## src/rtl/div_ctrl.sv

```systemverilog
// div_ctrl: multi-cycle radix-2 restoring divider for DIV/DIVU beside EX.
// Produces {remainder, quotient} for the HI/LO write path and stalls the
// pipeline while a divide is in flight.
// Optional feature macro: DIV_EARLY_OUT_EN (skip iterations when |dividend| < |divisor|).
module div_ctrl #(
  parameter int unsigned DATA_W = 32,
  parameter int unsigned CNT_W  = 6
) (
  input  logic                  clk,
  input  logic                  rst,
  input  logic                  start_i,
  input  logic                  annul_i,
  input  logic                  signed_div_i,
  input  logic [DATA_W-1:0]     opdata1_i,
  input  logic [DATA_W-1:0]     opdata2_i,
  output logic [2*DATA_W-1:0]   result_o,
  output logic                  ready_o,
  output logic                  stallreq_o
);

  typedef enum logic [1:0] {StIdle, StByZero, StOn, StEnd} state_e;

  localparam logic [CNT_W-1:0] LastCnt = CNT_W'(DATA_W - 1);

  state_e                state_q, state_d;
  logic [CNT_W-1:0]      cnt_q, cnt_d;
  logic [DATA_W-1:0]     rem_q, rem_d;        // partial remainder
  logic [DATA_W-1:0]     dvd_q, dvd_d;        // dividend shifting out, quotient shifting in
  logic [DATA_W-1:0]     dvs_q, dvs_d;        // divisor magnitude
  logic                  neg_quot_q, neg_quot_d;
  logic                  neg_rem_q, neg_rem_d;
  logic [2*DATA_W-1:0]   result_q, result_d;
  logic                  ready_q, ready_d;

  // Operand magnitudes and signs as seen at acceptance.
  logic              op1_neg, op2_neg;
  logic [DATA_W-1:0] op1_mag, op2_mag;
  always_comb begin
    op1_neg = signed_div_i & opdata1_i[DATA_W-1];
    op2_neg = signed_div_i & opdata2_i[DATA_W-1];
    op1_mag = op1_neg ? -opdata1_i : opdata1_i;
    op2_mag = op2_neg ? -opdata2_i : opdata2_i;
  end

  logic early_out;
`ifdef DIV_EARLY_OUT_EN
  assign early_out = (op1_mag < op2_mag);
`else
  assign early_out = 1'b0;
`endif

  // One restoring iteration plus the signed fix-up used on the final edge.
  logic [DATA_W:0]   part;
  logic              quot_bit;
  logic [DATA_W-1:0] rem_nxt, quot_nxt, rem_fix, quot_fix;
  always_comb begin
    part     = {rem_q, dvd_q[DATA_W-1]};
    quot_bit = (part >= {1'b0, dvs_q});
    rem_nxt  = quot_bit ? DATA_W'(part - {1'b0, dvs_q}) : part[DATA_W-1:0];
    quot_nxt = {dvd_q[DATA_W-2:0], quot_bit};
    quot_fix = neg_quot_q ? -quot_nxt : quot_nxt;
    rem_fix  = neg_rem_q ? -rem_nxt : rem_nxt;
  end

  // Next-state logic for the sequencer and its datapath registers.
  always_comb begin
    state_d    = state_q;
    cnt_d      = cnt_q;
    rem_d      = rem_q;
    dvd_d      = dvd_q;
    dvs_d      = dvs_q;
    neg_quot_d = neg_quot_q;
    neg_rem_d  = neg_rem_q;
    result_d   = result_q;
    ready_d    = ready_q;
    unique case (state_q)
      StIdle: begin
        if (start_i && !annul_i) begin
          cnt_d      = '0;
          rem_d      = '0;
          dvd_d      = op1_mag;
          dvs_d      = op2_mag;
          neg_quot_d = op1_neg ^ op2_neg;
          neg_rem_d  = op1_neg;
          if (opdata2_i == '0) begin
            state_d = StByZero;
          end else if (early_out) begin
            state_d  = StEnd;
            result_d = {opdata1_i, {DATA_W{1'b0}}};
          end else begin
            state_d = StOn;
          end
        end
      end
      StByZero: begin
        if (annul_i) begin
          state_d = StIdle;
        end else begin
          state_d  = StEnd;
          result_d = '0;
        end
      end
      StOn: begin
        if (annul_i) begin
          state_d = StIdle;
          cnt_d   = '0;
        end else begin
          rem_d = rem_nxt;
          dvd_d = quot_nxt;
          cnt_d = cnt_q + 1'b1;
          if (cnt_q == LastCnt) begin
            state_d  = StEnd;
            result_d = {rem_fix, quot_fix};
          end
        end
      end
      StEnd: begin
        // Annul behaves like start dropping; result cleared on the way out.
        if (!start_i || annul_i) begin
          state_d  = StIdle;
          ready_d  = 1'b0;
          result_d = '0;
        end else begin
          ready_d = 1'b1;
        end
      end
      default: state_d = StIdle;
    endcase
  end

  // State and datapath registers with asynchronous reset.
  always_ff @(posedge clk or posedge rst) begin
    if (rst) begin
      state_q    <= StIdle;
      cnt_q      <= '0;
      rem_q      <= '0;
      dvd_q      <= '0;
      dvs_q      <= '0;
      neg_quot_q <= 1'b0;
      neg_rem_q  <= 1'b0;
      result_q   <= '0;
      ready_q    <= 1'b0;
    end else begin
      state_q    <= state_d;
      cnt_q      <= cnt_d;
      rem_q      <= rem_d;
      dvd_q      <= dvd_d;
      dvs_q      <= dvs_d;
      neg_quot_q <= neg_quot_d;
      neg_rem_q  <= neg_rem_d;
      result_q   <= result_d;
      ready_q    <= ready_d;
    end
  end

  // Stall drops in the cycle ready is seen so EX advances exactly once.
  always_comb begin
    result_o   = result_q;
    ready_o    = ready_q;
    stallreq_o = start_i & ~annul_i & ~ready_q;
  end

endmodule
```

## config.mk

```make
export PLATFORM = sky130hd
export DESIGN_NAME = div_ctrl
export DESIGN_NICKNAME = d
export VERILOG_FILES = /design/src/rtl/div_ctrl.sv
export SDC_FILE = /design/constraint.sdc
export NUM_CORES = 1
export LEC_CHECK = 0
export BUFFER_PORTS_ARGS = -buffer_cell sky130_fd_sc_hd__buf_2
export CAP_MARGIN = 10
export CORE_MARGIN = 3
export CORE_UTILIZATION = 40
export DETAILED_ROUTE_END_ITERATION = 12
export PLACE_DENSITY = 0.62
export SLEW_MARGIN = 20
export SYNTH_ARGS = -nofsm -noshare
export SYNTH_HDL_FRONTEND = slang
export SYNTH_SLANG_ARGS = --single-unit
```

## constraint.sdc

```tcl
create_clock -name clk -period 6.55 [get_ports clk]
set_clock_uncertainty 0.05 [all_clocks]
set_input_delay 0 -clock clk [delete_from_list [all_inputs] [get_ports clk]]
set_output_delay 0 -clock clk [all_outputs]
set_load 0.005 [all_outputs]
```

==> results.md, run 1 <==
Global route:
- The wire length of the first global-routing pass is 57.41 mm.
- Global routing consumed, over all layers together, 21.70% of the routing resources.
- The initial antenna violation count is 0.
- The largest net degree at the start of global routing is 110.
- The number of global-route vias before repair is 10467.
- For this run the aggregate overflow at the end of global routing stands at 0.

Routing:
- Once detail routing completed, the nets flagged for antenna violations numbered 0.
- The routed length on met2 is between 10 and 15 mm.
- The highest layer used for signal routing is met4.
- Summed over all nets, wire length on met3 after detailed routing comes to between 2 and 2.5 mm.
- In the final routing, the length of wire on met1 measures between 15 and 20 mm.
- The routed via count divided by cell count is 5.546.
- The first routing iteration left 914 violations.
- The wire length per cell after detailed routing is about 18 µm.
- The final layout contains routed wiring with a total length of 35.77 mm.
- The total DRC errors in the routed layout is 0.
- For this block, the via count after detailed routing is about 11000.
- The first-pass iteration count of the detailed router is 5.

Pwr:
- The analysis attributes to cell leakage a power of approximately 6.2 nW.
- For this design the ratio of total power to cell area is about 620 mW/mm².
- Of the total power, the clock network draws roughly 11%.
- Net switching is approximately 53% of the power.
- The analysis attributes to net switching a power of about 4.7 mW.
- VDD sags by at most a little under 300 µV.
- Total power for the finished layout comes to about 8.8 mW.
- The part of the power in registers is between 20% and 30%.
- Per report_power, the combinational group accounts for between 60 and 70% of the total.
- The total internal power is between 4 and 5 mW.

Floorplanning:
- The height of the die is 179.6 µm.
- In this run the standard cell core region covers 0.02917 mm².
- For this configuration, the core starts out at a cell density of between 40% and 50%.
- 135 I/O pins were placed.
- The die area is between 0.03 and 0.04 mm².
- The floorplan has 62 rows.
- The floorplan step set the die width to around 180 µm.

Final layout:
- Leaving out filler cells and counting taps, the final layout contains between 2000 and 2500.
- The count of fill cells added during filler insertion is 2948.
- The net count reported at finish is 1747.
- The number of antenna diodes in the final layout is 0.
- The growth of design area from synthesis to finish is 17.04%.
- The post-route netlist has 13.00% of its cells at a drive strength greater than 1.

Synthesis:
- After synthesis, the cell types taking the most area are sky130_fd_sc_hd__dfrtp_1, sky130_fd_sc_hd__o21ai_0, sky130_fd_sc_hd__nand2_1.
- The cell taking the most area after synthesis is sky130_fd_sc_hd__dfrtp_1.
- The post-synthesis net count is between 1500 and 2000.
- By count the netlist is led by sky130_fd_sc_hd__nand2_1, sky130_fd_sc_hd__o21ai_0, sky130_fd_sc_hd__dfrtp_1.
- The count of unique library cells instantiated by Yosys is 88.
- The synthesized area per cell is 8.053 µm².
- The top-area cell type share of the netlist area is between 30 and 40%.
- The portion of the post-synthesis area used by sequential elements is between 30% and 40%.
- The async set-or-reset flop fraction in the synthesized netlist is 100.0%.
- Yosys printed 0 warnings.
- The gate count after technology mapping is 1496.
- The synthesized design contains approximately 170 register bits.
- In this run, synthesis inferred 0 flip-flops with an integrated enable.
- The dominant register cell in the synthesized netlist is sky130_fd_sc_hd__dfrtp_1.
- Summing every instance area after synthesis gives 0.01205 mm².
- By instance count, the leading cell after synthesis is sky130_fd_sc_hd__nand2_1.

STA:
- At the pin with the least slew margin, the transition time is approximately 1.1 ns.
- Counting I/O delays and the setup requirement, the final critical path takes 4.955 ns.
- The upper clock frequency limit is 0.2018 GHz.
- The aggregate negative setup slack is 0 ns.
- Hold is met by 0.01569 ns.
- Measured against its own limit, the worst slew margin works out to between 20% and 30%.
- Across all setup checks in the final design, the least slack found is around 1.6 ns.
- Setup repair after global routing left no endpoint under its margin.
- The total count of hold-check failures in the final report is 0.
- The worst path uses 75.65% of the clock period.
- Setup violations remaining at the end of the flow were counted as 0.
- The number of pins with negative max-slew slack in the final report is 0.

Critical path:
- The critical path goes through ha_1 > a21o_1 > o21bai_1 > a21oi_1 > o221ai_1 > a31o_2 > inv_2 > ha_1 > nor3b_1 > nand4_1 > nand2b_1 > nand2b_1 > o31ai_1 > xor2_1 > o21ai_0.
- STA puts the critical path data arrival time at 5.19 ns.
- Data on the critical path is required at its endpoint by 6.79 ns.
- The critical-path cell with the highest stage delay is sky130_fd_sc_hd__inv_2.
- STA classifies the critical path endpoint as a flip-flop.
- The largest fanout on the critical path is 38.
- Among cell families on the critical path, the largest total delay comes from compound AO/OA/AOI/OAI gates.
- The start-to-end type of the worst setup path is flip-flop to flip-flop.
- The startpoint type of the worst setup path is a flip-flop.
- The buffering stage count on the worst path with inverters included is 1.
- For this run, the slowest stage of the critical path takes 0.55 ns.

Clock network:
- The clock tree root buffer cell is sky130_fd_sc_hd__clkbuf_16.
- The worst-skew pair later-pin latency is ~0.45 ns.
- The tree built by TritonCTS fans out to between 150 and 200 sinks.
- The worst-case clock buffer depth is 2.
- The H-tree was split into 4 levels.
- The clock-pin slew reported for the worst setup and hold paths after clock tree synthesis is 0.07 ns.
- Buffers inserted during clock tree synthesis total 17.
- TritonCTS built the clock tree.

Outcome:
- The flow ran to the end, and the final reports show no timing, DRC or antenna violations.

Placed design:
- The post-placement cell count is a little under 2000.
- The final estimated routing congestion in global placement is ~0.97.
- The number of input and output port buffers inserted is 134.
- Before CTS, the worst setup slack after placement is roughly 1.7 ns.
- The detailed-placement wirelength estimate is 26.51 mm.

Worst hold path:
- The path class of the tightest hold or removal check is primary input to flip-flop.

Job:
- The number of max-cap violations is 0.
## what timing repair did
action / 4_1_cts / 5_1_grt
hold buffers: 63 / 0
buffers inserted: 0 / 0
resized for setup: 0 / 0
hold endpoints to repair: 165 / 0
## metrics by stage
step           area (µm²)  utilization (%)
2_1_floorplan       12050                -
3_3_place_gp        12910            44.27
3_5_place_dp        12910            44.27
4_1_cts             14100            48.33
5_1_grt             14100            48.34
6_report            14100            48.34
## cell families after synthesis
family / share of synthesized area (%)
simple gates: 19.43
compound gates: 23.89
flops: 35.52
buf+inv: 4.871
xor+xnor: 10.17
fa+ha+maj: 4.528
mux: 1.599
## worst min-delay path: cells and delay by family
family	cells	cell delay, ns
AO/OA/AOI/OAI	2	0.18
XOR/XNOR	1	0.07
buffers and inverters	1	0.12
AND/OR/NAND/NOR	1	0.09
## registers in the layout, indices dropped and copies added (netlist names)
register and flops:
ready_o 1, cnt_q 6, state_q 2, result_o 64
dvd_q 32, dvs_q 32, neg_rem_q 1, neg_quot_q 1
rem_q 32
## per-layer routing
| layer | GRT usage, % | vias to the layer above |
|---|---|---|
| met5 | 0 | - |
| met4 | 5.229 | 0 |
| met3 | 3.395 | 44 |
| met2 | 31.19 | 369 |
| met1 | 33.98 | 5267 |
| li1 | - | 5579 |
## layout make-up
cell class              count  area (µm²)  area share [%]
flip-flops and latches    171        4279           30.35
inverters                  61       236.5           1.677
repair buffers            205        1361           9.654
well taps                 384       480.5           3.407
clock inverters            13       127.6          0.9051
clock buffers              17       425.4           3.017
multi-input cells        1179        7191           50.99
## path summary, 6_finish.rpt
| check | startpoint | to | slack, ns | cells past startpoint |
|---|---|---|---|---|
| max | rem_q[19] | result_o[26] | 1.60 | 15 |
| max reg2reg | rem_q[19] | result_o[26] | 1.60 | 15 |
| min in group asynchronous | rst | result_o[17] | 0.19 | 3 |
| max in group asynchronous | rst | rem_q[23] | 4.94 | 4 |
| min | opdata1_i[4] | dvd_q[4] | 0.02 | 5 |
| min reg2reg | result_o[8] | result_o[8] | 0.42 | 2 |
## power groups by stage
stage | clock network, mW | registers (mW) | logic [mW]
floorplan | 0 | 1.79 | 4.31
global placement | 0 | 1.91 | 5.71
detailed placement | 0 | 1.93 | 5.73
CTS | 1.00 | 1.91 | 5.78
global route | 1.04 | 1.98 | 6.45
finish | 0.983 | 1.91 | 5.86
## cell usage in the layout (no fill, tap or decap), types with 59 or more instances in the layout
cell	synthesis	layout
sky130_fd_sc_hd__xnor2_1	59	59
sky130_fd_sc_hd__dlygate4sd3_1	0	63
sky130_fd_sc_hd__nor2_1	96	95
sky130_fd_sc_hd__xor2_1	79	79
sky130_fd_sc_hd__o21ai_0	205	205
sky130_fd_sc_hd__buf_2	14	134
sky130_fd_sc_hd__a21oi_1	119	119
sky130_fd_sc_hd__dfrtp_1	171	171
sky130_fd_sc_hd__inv_1	60	59
sky130_fd_sc_hd__nand2_1	241	240
Power figures use the tool's default switching activity.
==> inputs of run 2 (changes only) <==
ABC_AREA = 1   (was not set)
clock period = 5.1 ns   (was 6.55 ns; I/O delays follow)
==> results.md, run 2 <==
Floorplanning:
- The row count was 64 (+3.2%).
- The number of I/O pins is 135 (unchanged).
- The core outline area is 0.03107 mm² (+6.5%).
- The height of the die was 185.1 µm (+3.1%).
- The effective utilization at floorplan is 41.27% (about the same).
- The width of the die is 185.1 µm (+3.1%).
- The die area is 0.03424 mm² (+6.2%).

Clock network:
- The hold-fix buffer count after cts is 59 (-6.3%).
- The number of H-tree levels is 4 (unchanged).
- The clock-pin slew reported for the worst setup and hold paths after clock tree synthesis came to 0.07 ns (about the same).
- The number of gates given a new drive strength after cts came to 0 (unchanged).
- The clock buffer count from CTS is 17 (unchanged).
- The number of clock sinks seen by CTS came to 171 (unchanged).
- The cell sitting at the root of the clock tree is a sky130_fd_sc_hd__clkbuf_16.
- The worst-case clock buffer depth was 2 (unchanged).
- The worst-skew pair later-pin latency is 0.46 ns (about the same).
- TritonCTS built the clock tree.
- The number of post-CTS setup repair buffers came to 0 (unchanged).

Final layout:
- The net count reported at finish is 2240 (+28%).
- The growth of design area from synthesis to finish is 17.02% (about the same).
- The library cell used most frequently in the layout, excluding fill and tap cells, is sky130_fd_sc_hd__nand2_1.
- The number of flip-flops under the largest register name is 64 (unchanged).
- The layout cell share with drive strength beyond 1 is 11.96% (-1.0 points).
- The utilization after layout is 48.30% (about the same).
- The antenna cell count was 0 (unchanged).
- In the layout the commonest cells are sky130_fd_sc_hd__nand2_1, sky130_fd_sc_hd__inv_1, sky130_fd_sc_hd__o21ai_0.

Global route:
- The total grt overflow is 0 (unchanged).
- The largest net degree at the start of global routing is 90 (-18%).
- The all-layer global routing usage is 27.22% (+5.5 points).
- The wire length of the first global-routing pass is 72.17 mm (+26%).
- The number of global-route vias before repair is 12888 (+23%).
- The initial antenna violation count is 0 (unchanged).

Pwr:
- The power density relative to cell area is 785.8 mW/mm² (+27%).
- The leakage power was 7.845 nW (+26%).
- The total power is 11.79 mW (+35%).
- The peak supply drop is 506.4 µV (+72%).

Critical path:
- The number of cell instances on the worst register-to-register path is 25 (+10).
- The kind of cell with the highest combined delay along the critical path is simple AND/OR/NAND/NOR gates.
- The critical-path cell with the highest stage delay is sky130_fd_sc_hd__nor2_8.
- The register-to-register setup slack is 0.60 ns (-1.00 ns).
- The buffering stage count on the worst path with inverters included is 2 (+1).
- The number of cells on the critical path is 25 (+10).
- STA classifies the critical path startpoint as a flip-flop.
- The critical path is of the flip-flop to flip-flop type.
- The data required time of the worst path is 5.43 ns (-1.36 ns).
- The critical path endpoint category is a flip-flop.
- The longest individual stage delay on the worst path is 0.44 ns (-0.11 ns).
- The worst path arrival time is 4.84 ns (-0.35 ns).
- The largest fanout on the critical path is 24 (-37%).
- The most numerous cell type found on the critical path is sky130_fd_sc_hd__nand2_1.

Routing:
- The total DRC errors in the routed layout is 0 (unchanged).
- The number of nets still failing antenna checks after routing came to 0 (unchanged).
- The first-pass iteration count of the detailed router is 7 (+2).
- The routed via count is 13412 (+19%).
- The DRC marker count from the first detailed-route iteration was 1121 (+23%).
- The routed via count divided by cell count is 5.289 (-4.6%).
- The wire length reported by the detailed router is 45.55 mm (+27%).
- The wire length per cell after detailed routing is 17.96 µm (+1.9%).

Synthesis:
- The flip-flop and latch count after synthesis is 171 (unchanged).
- The async set-or-reset flop fraction in the synthesized netlist is 100.0% (unchanged).
- The number of synthesized flops with an enable pin came to 0 (unchanged).
- Sorting the synthesized cells by how often they occur yields sky130_fd_sc_hd__nand2_1, sky130_fd_sc_hd__inv_1, sky130_fd_sc_hd__o21ai_0.
- The total of warnings raised by yosys is 0 (unchanged).
- The portion of the post-synthesis area used by sequential elements was 33.37% (-2.1 points).
- The count of unique library cells instantiated by Yosys was 49 (-44%).
- In the synthesized netlist the dominant register cell turns out to be sky130_fd_sc_hd__dfrtp_1.
- sky130_fd_sc_hd__nand2_1 is the most common cell in the netlist.
- The biggest area contributor in the post-synthesis netlist is sky130_fd_sc_hd__dfrtp_1.
- The synthesized area per cell was 6.539 µm² (-19%).
- In the post-synthesis netlist, the biggest area contributors are sky130_fd_sc_hd__dfrtp_1, sky130_fd_sc_hd__nand2_1, sky130_fd_sc_hd__inv_1.
- The top-area cell type share of the netlist area is 33.37% (-2.1 points).
- The post-synthesis instance area came to 0.01282 mm² (+6.4%).
- The post-synthesis net count came to 2073 (+29%).
- The gate count after technology mapping came to 1961 (+31%).

STA:
- Setup repair after global routing left no endpoint under its margin.
- The final critical delay including setup and external delays is 4.502 ns (-0.4531 ns).
- The upper clock frequency limit was 0.2221 GHz (+10%).
- The ratio of final minimum period to clock period is 88.27% (+13 points).
- The worst hold margin is 0.02830 ns (+0.01261 ns).
- The setup-violating endpoint count in the final report is 0 (unchanged).
- The total count of hold-check failures in the final report is 0 (unchanged).
- The transition time at the pin with the least slew margin was 0.9090 ns (-0.1440 ns).
- The aggregate negative setup slack is 0 ns (unchanged).
- The number of pins with negative max-slew slack in the final report is 0 (unchanged).
- The worst relative slew slack is 39.40% (+9.6 points).

Placed design:
- The final estimated routing congestion in global placement was 0.9602 (-1.2%).
- The number of input and output port buffers inserted is 134 (unchanged).
- The detailed-placement wirelength estimate was 34.54 mm (+30%).

Worst hold path:
- The class of the tightest hold or removal check is primary input to flip-flop.
- The worst hold path depth was 4 (-1).

Job:
- The number of max-cap violations was 0 (unchanged).

Outcome:
- The run finished with clean final reports.
[run 2: cell types whose count changed after synthesis, sizes merged, moves of 17 or more]
cell    previous run  this run
nand2            241       625
inv               61       268
nand3             14       122
nor2              98       184
xnor2             60        13
xor2              79        40
a21oi            119        94
o31ai             33         8
clkbuf            60        40
o211ai             6        24
mux2i             17         0
[run 2: final timing paths]
path	startpoint	end
setup reg to reg	rem_q[19]	result_o[30]
setup / recovery	rem_q[19]	result_o[30]
max in group asynchronous	rst	rem_q[7]
hold / removal	opdata2_i[25]	dvs_q[25]
hold reg to reg	result_o[50]	result_o[50]
min in group asynchronous	rst	result_o[51]
[run 2: worst register-to-register path, delay by kind of cell (launching register included)]
| kind | cells | cell delay [ns] |
|---|---|---|
| and+or+nand+nor | 18 | 2.77 |
| AOI/OAI and AO/OA | 3 | 0.44 |
| DFF | 1 | 0.42 |
| adders and majority gates | 2 | 0.56 |
| buffers and inverters | 2 | 0.18 |
[run 2: report_power, final]
| group | switching (mW) | total [mW] | leakage (nW) | internal [mW] |
|---|---|---|---|---|
| combinational | 5.71 | 8.15 | 5.33 | 2.44 |
| clock | 0.601 | 1.34 | 0.278 | 0.734 |
| sequential | 0.412 | 2.30 | 2.23 | 1.89 |
[run 2: layout make-up]
class | count | area (µm²)
multi-input cells | 1460 | 7272
inverters | 271 | 1025
fillers | 3240 | 16060
clock buffers | 21 | 450.4
flip-flops and latches | 171 | 4279
repair buffers | 207 | 1366
clock inverters | 10 | 117.6
well taps | 396 | 495.5
[run 2: metrics by stage]
stage / instance area [µm²] / instances / worst slack, ns
2_1_floorplan: 12820 / 1961 / 0.4182
3_3_place_gp: 13850 / 2446 / 0.7563
3_5_place_dp: 13850 / 2446 / 0.7258
4_1_cts: 15010 / 2536 / 0.7115
5_1_grt: 15010 / 2536 / 0.1240
6_report: 15010 / 2536 / 0.5984
[run 2: cells by family (layout without fill, tap and decap cells)]
family / Yosys count / count (layout) / synth area share (%)
XOR/XNOR: 53 / 53 / 3.620
AO/OA/AOI/OAI: 364 / 364 / 15.47
adder cells (fa/ha/maj): 43 / 43 / 4.254
AND/OR/NAND/NOR: 1000 / 1000 / 33.29
flip-flops: 171 / 171 / 33.37
buffers and inverters: 330 / 509 / 10.00
[run 2: metal layers]
layer,wire length (µm),up-vias,GRT usage [%]
met2,20680,417,43.73
met5,0,-,0
met3,2731,56,4.262
met4,1021,0,6.903
li1,-,6632,-
met1,21110,6307,38.51
==> inputs of run 3 (changes only) <==
CORE_ASPECT_RATIO = 0.8   (was not set)
CORE_MARGIN = 1   (was 3)
==> results.md, run 3 (synthesized netlist as in run 2, its figures left out) <==
Floorplanning:
- The core outline area is 0.03150 mm² (+1.4%).
- The die area is 0.03278 mm² (-4.3%).
- The row count was 58 (-9.4%).
- The number of I/O pins came to 135 (unchanged).
- The width of the die is 202.2 µm (+9.3%).
- The height of the die was 162.1 µm (-12%).
- The effective utilization at floorplan is 40.72% (-0.56 points).

Clock network:
- The worst-case clock buffer depth is 2 (unchanged).
- The number of H-tree levels came to 4 (unchanged).
- TritonCTS built the clock tree.
- The number of clock sinks seen by CTS was 171 (unchanged).
- The root buffer cell chosen for the clock tree is sky130_fd_sc_hd__clkbuf_16.
- The worst-skew pair later-pin latency is 0.46 ns (about the same).
- The number of post-CTS setup repair buffers is 0 (unchanged).
- The clock-pin slew reported for the worst setup and hold paths after clock tree synthesis was 0.09 ns (+0.02 ns).
- The clock buffer count from CTS is 17 (unchanged).

STA:
- The transition time at the pin with the least slew margin came to 0.8061 ns (-0.1028 ns).
- The ratio of final minimum period to clock period is 90.55% (+2.3 points).
- The setup-violating endpoint count in the final report is 0 (unchanged).
- The least setup slack across all paths after layout is 0.4820 ns (-0.1164 ns).
- Setup repair after global routing left no endpoint under its margin.
- The worst hold margin came to 0.009441 ns (-0.01886 ns).
- The upper clock frequency limit came to 0.2165 GHz (-2.5%).
- The number of pins with negative max-slew slack in the final report is 0 (unchanged).
- The total count of hold-check failures in the final report came to 0 (unchanged).
- The aggregate negative setup slack is 0 ns (unchanged).
- The final critical delay including setup and external delays came to 4.618 ns (+0.1164 ns).
- The worst relative slew slack came to 45.92% (+6.5 points).

Outcome:
- The flow ran to the end, and the final reports show no timing, DRC or antenna violations.

Global route:
- The all-layer global routing usage came to 28.16% (+0.94 points).
- The number of global-route vias before repair is 12022 (-6.7%).
- The wire length of the first global-routing pass is 70.55 mm (-2.2%).
- The initial antenna violation count is 3 (+3).
- The total grt overflow was 0 (unchanged).
- The largest net degree at the start of global routing is 79 (-12%).

Routing:
- The routed via count divided by cell count is 5.307 (+0.34%).
- The total DRC errors in the routed layout is 0 (unchanged).
- The DRC marker count from the first detailed-route iteration is 1397 (+25%).
- The number of nets still failing antenna checks after routing is 0 (unchanged).
- The wire length per cell after detailed routing came to 18.04 µm (+0.46%).
- The routed via count was 13537 (+0.93%).
- The wire length reported by the detailed router came to 46.03 mm (+1.1%).
- The first-pass iteration count of the detailed router is 5 (-2).

Final layout:
- The layout cell share with drive strength beyond 1 came to 12.20% (+0.24 points).
- The top cell types in the final layout, fill and taps aside, are sky130_fd_sc_hd__nand2_1, sky130_fd_sc_hd__inv_1, sky130_fd_sc_hd__o21ai_0.
- Relative to the synthesized area, the layout overhead comes to 16.75%.
- The net count reported at finish was 2230 (-0.45%).
- The most frequent standard cell in the layout excluding fill and tap cells is sky130_fd_sc_hd__nand2_1.
- The number of flip-flops under the largest register name was 64 (unchanged).
- The utilization after layout was 47.54% (-0.76 points).
- The antenna cell count came to 0 (unchanged).
- The count of fill cells added during filler insertion is 3276 (+1.1%).

Critical path:
- The number of cell instances on the worst register-to-register path came to 25 (unchanged).
- The longest individual stage delay on the worst path is 0.41 ns (-0.03 ns).
- The worst setup path is launched from a flip-flop.
- The worst register-to-register path ends at result_o[30].
- The source of the worst register-to-register timing path is rem_q[21].
- The origin of the worst setup path is rem_q[21].
- In this run the worst setup path terminates at result_o[30].
- The worst path arrival time came to 4.95 ns (+0.11 ns).
- The most numerous cell on the critical path is sky130_fd_sc_hd__nand2_1.
- The critical path endpoint category is a flip-flop.
- The data required time of the worst path is 5.43 ns (about the same).
- The largest individual stage delay along the critical path comes from the cell sky130_fd_sc_hd__dfrtp_1.
- The buffering stage count on the worst path with inverters included came to 1 (-1).
- The start-to-end type of the worst setup path is flip-flop to flip-flop.
- The largest fanout on the critical path is 24 (unchanged).
- The number of cells on the critical path came to 25 (unchanged).
- The cell class contributing the biggest share of worst-path delay is simple AND/OR/NAND/NOR gates.
- The register-to-register setup slack came to 0.48 ns (-0.12 ns).

Pwr:
- The peak supply drop is 429.3 µV (-15%).
- The power density relative to cell area came to 801.1 mW/mm² (+1.9%).
- The leakage power came to 7.827 nW (-0.23%).

Placed design:
- The final estimated routing congestion in global placement was 0.9514 (-0.92%).
- The worst slack at placement is 0.6774 ns (-0.04844 ns).
- The detailed-placement wirelength estimate came to 35.28 mm (+2.1%).
- The number of input and output port buffers inserted is 134 (unchanged).

Worst hold path:
- The path class of the tightest hold or removal check is primary input to flip-flop.
- The startpoint identified for the worst hold timing path is opdata1_i[29].

Job:
- The number of max-cap violations is 0 (unchanged).
-- run 3: worst min path at each step --
stage	to	slack (ns)	depth (start not counted)
floorplan	stallreq_o	0.07	2
global placement	result_o[17]	0.14	2
detailed placement	result_o[21]	0.14	2
CTS	dvd_q[29]	0.002	5
global route	dvs_q[21]	0.01	3
finish	dvd_q[29]	0.009	5
-- run 3: timing repair --
action / 4_1_cts / 5_1_grt
hold buffers: 49 / 0
gates resized for setup: 0 / 0
endpoints found under the hold margin: 121 / 0
-- run 3: layer usage --
layer  vias to the layer above  track usage [%]  wire length (µm)
li1                       6617                -                 -
met1                      6362            45.33             23550
met2                       525            39.16             18410
met3                        31            4.133              3611
met4                         2            5.092               447
met5                         -                0                13
-- run 3: layout make-up --
cell class / count / area [µm²] / share of cell area (%)
repair buffers: 197 / 1266 / 8.457
multi-input cells: 1460 / 7272 / 48.57
well taps: 420 / 525.5 / 3.510
inverters: 271 / 1025 / 6.844
flip-flops and latches: 171 / 4279 / 28.58
clock inverters: 15 / 178.9 / 1.195
clock buffers: 17 / 425.4 / 2.841
-- run 3: power by group --
part / leakage, nW / switching, mW / internal, mW
clock: 0.300 / 0.654 / 0.742
combinational: 5.29 / 5.83 / 2.45
sequential: 2.23 / 0.436 / 1.89
total: 7.83 / 6.92 / 5.08
-- run 3: per-stage QoR --
stage / total power [mW] / area [µm²] / instances
6_report: 11.99 / 14970 / 2551
5_1_grt: 13.01 / 14970 / 2551
4_1_cts: 11.80 / 14970 / 2551
3_5_place_dp: 10.34 / 13880 / 2470
3_3_place_gp: 10.33 / 13880 / 2470
2_1_floorplan: 7.975 / 12820 / 1961
-- run 3: tightest hold or removal path: cells and delay by family --
kind | cells | cell delay (ns)
compound gates | 2 | 0.20
buf+inv | 2 | 0.18
xor+xnor | 1 | 0.08
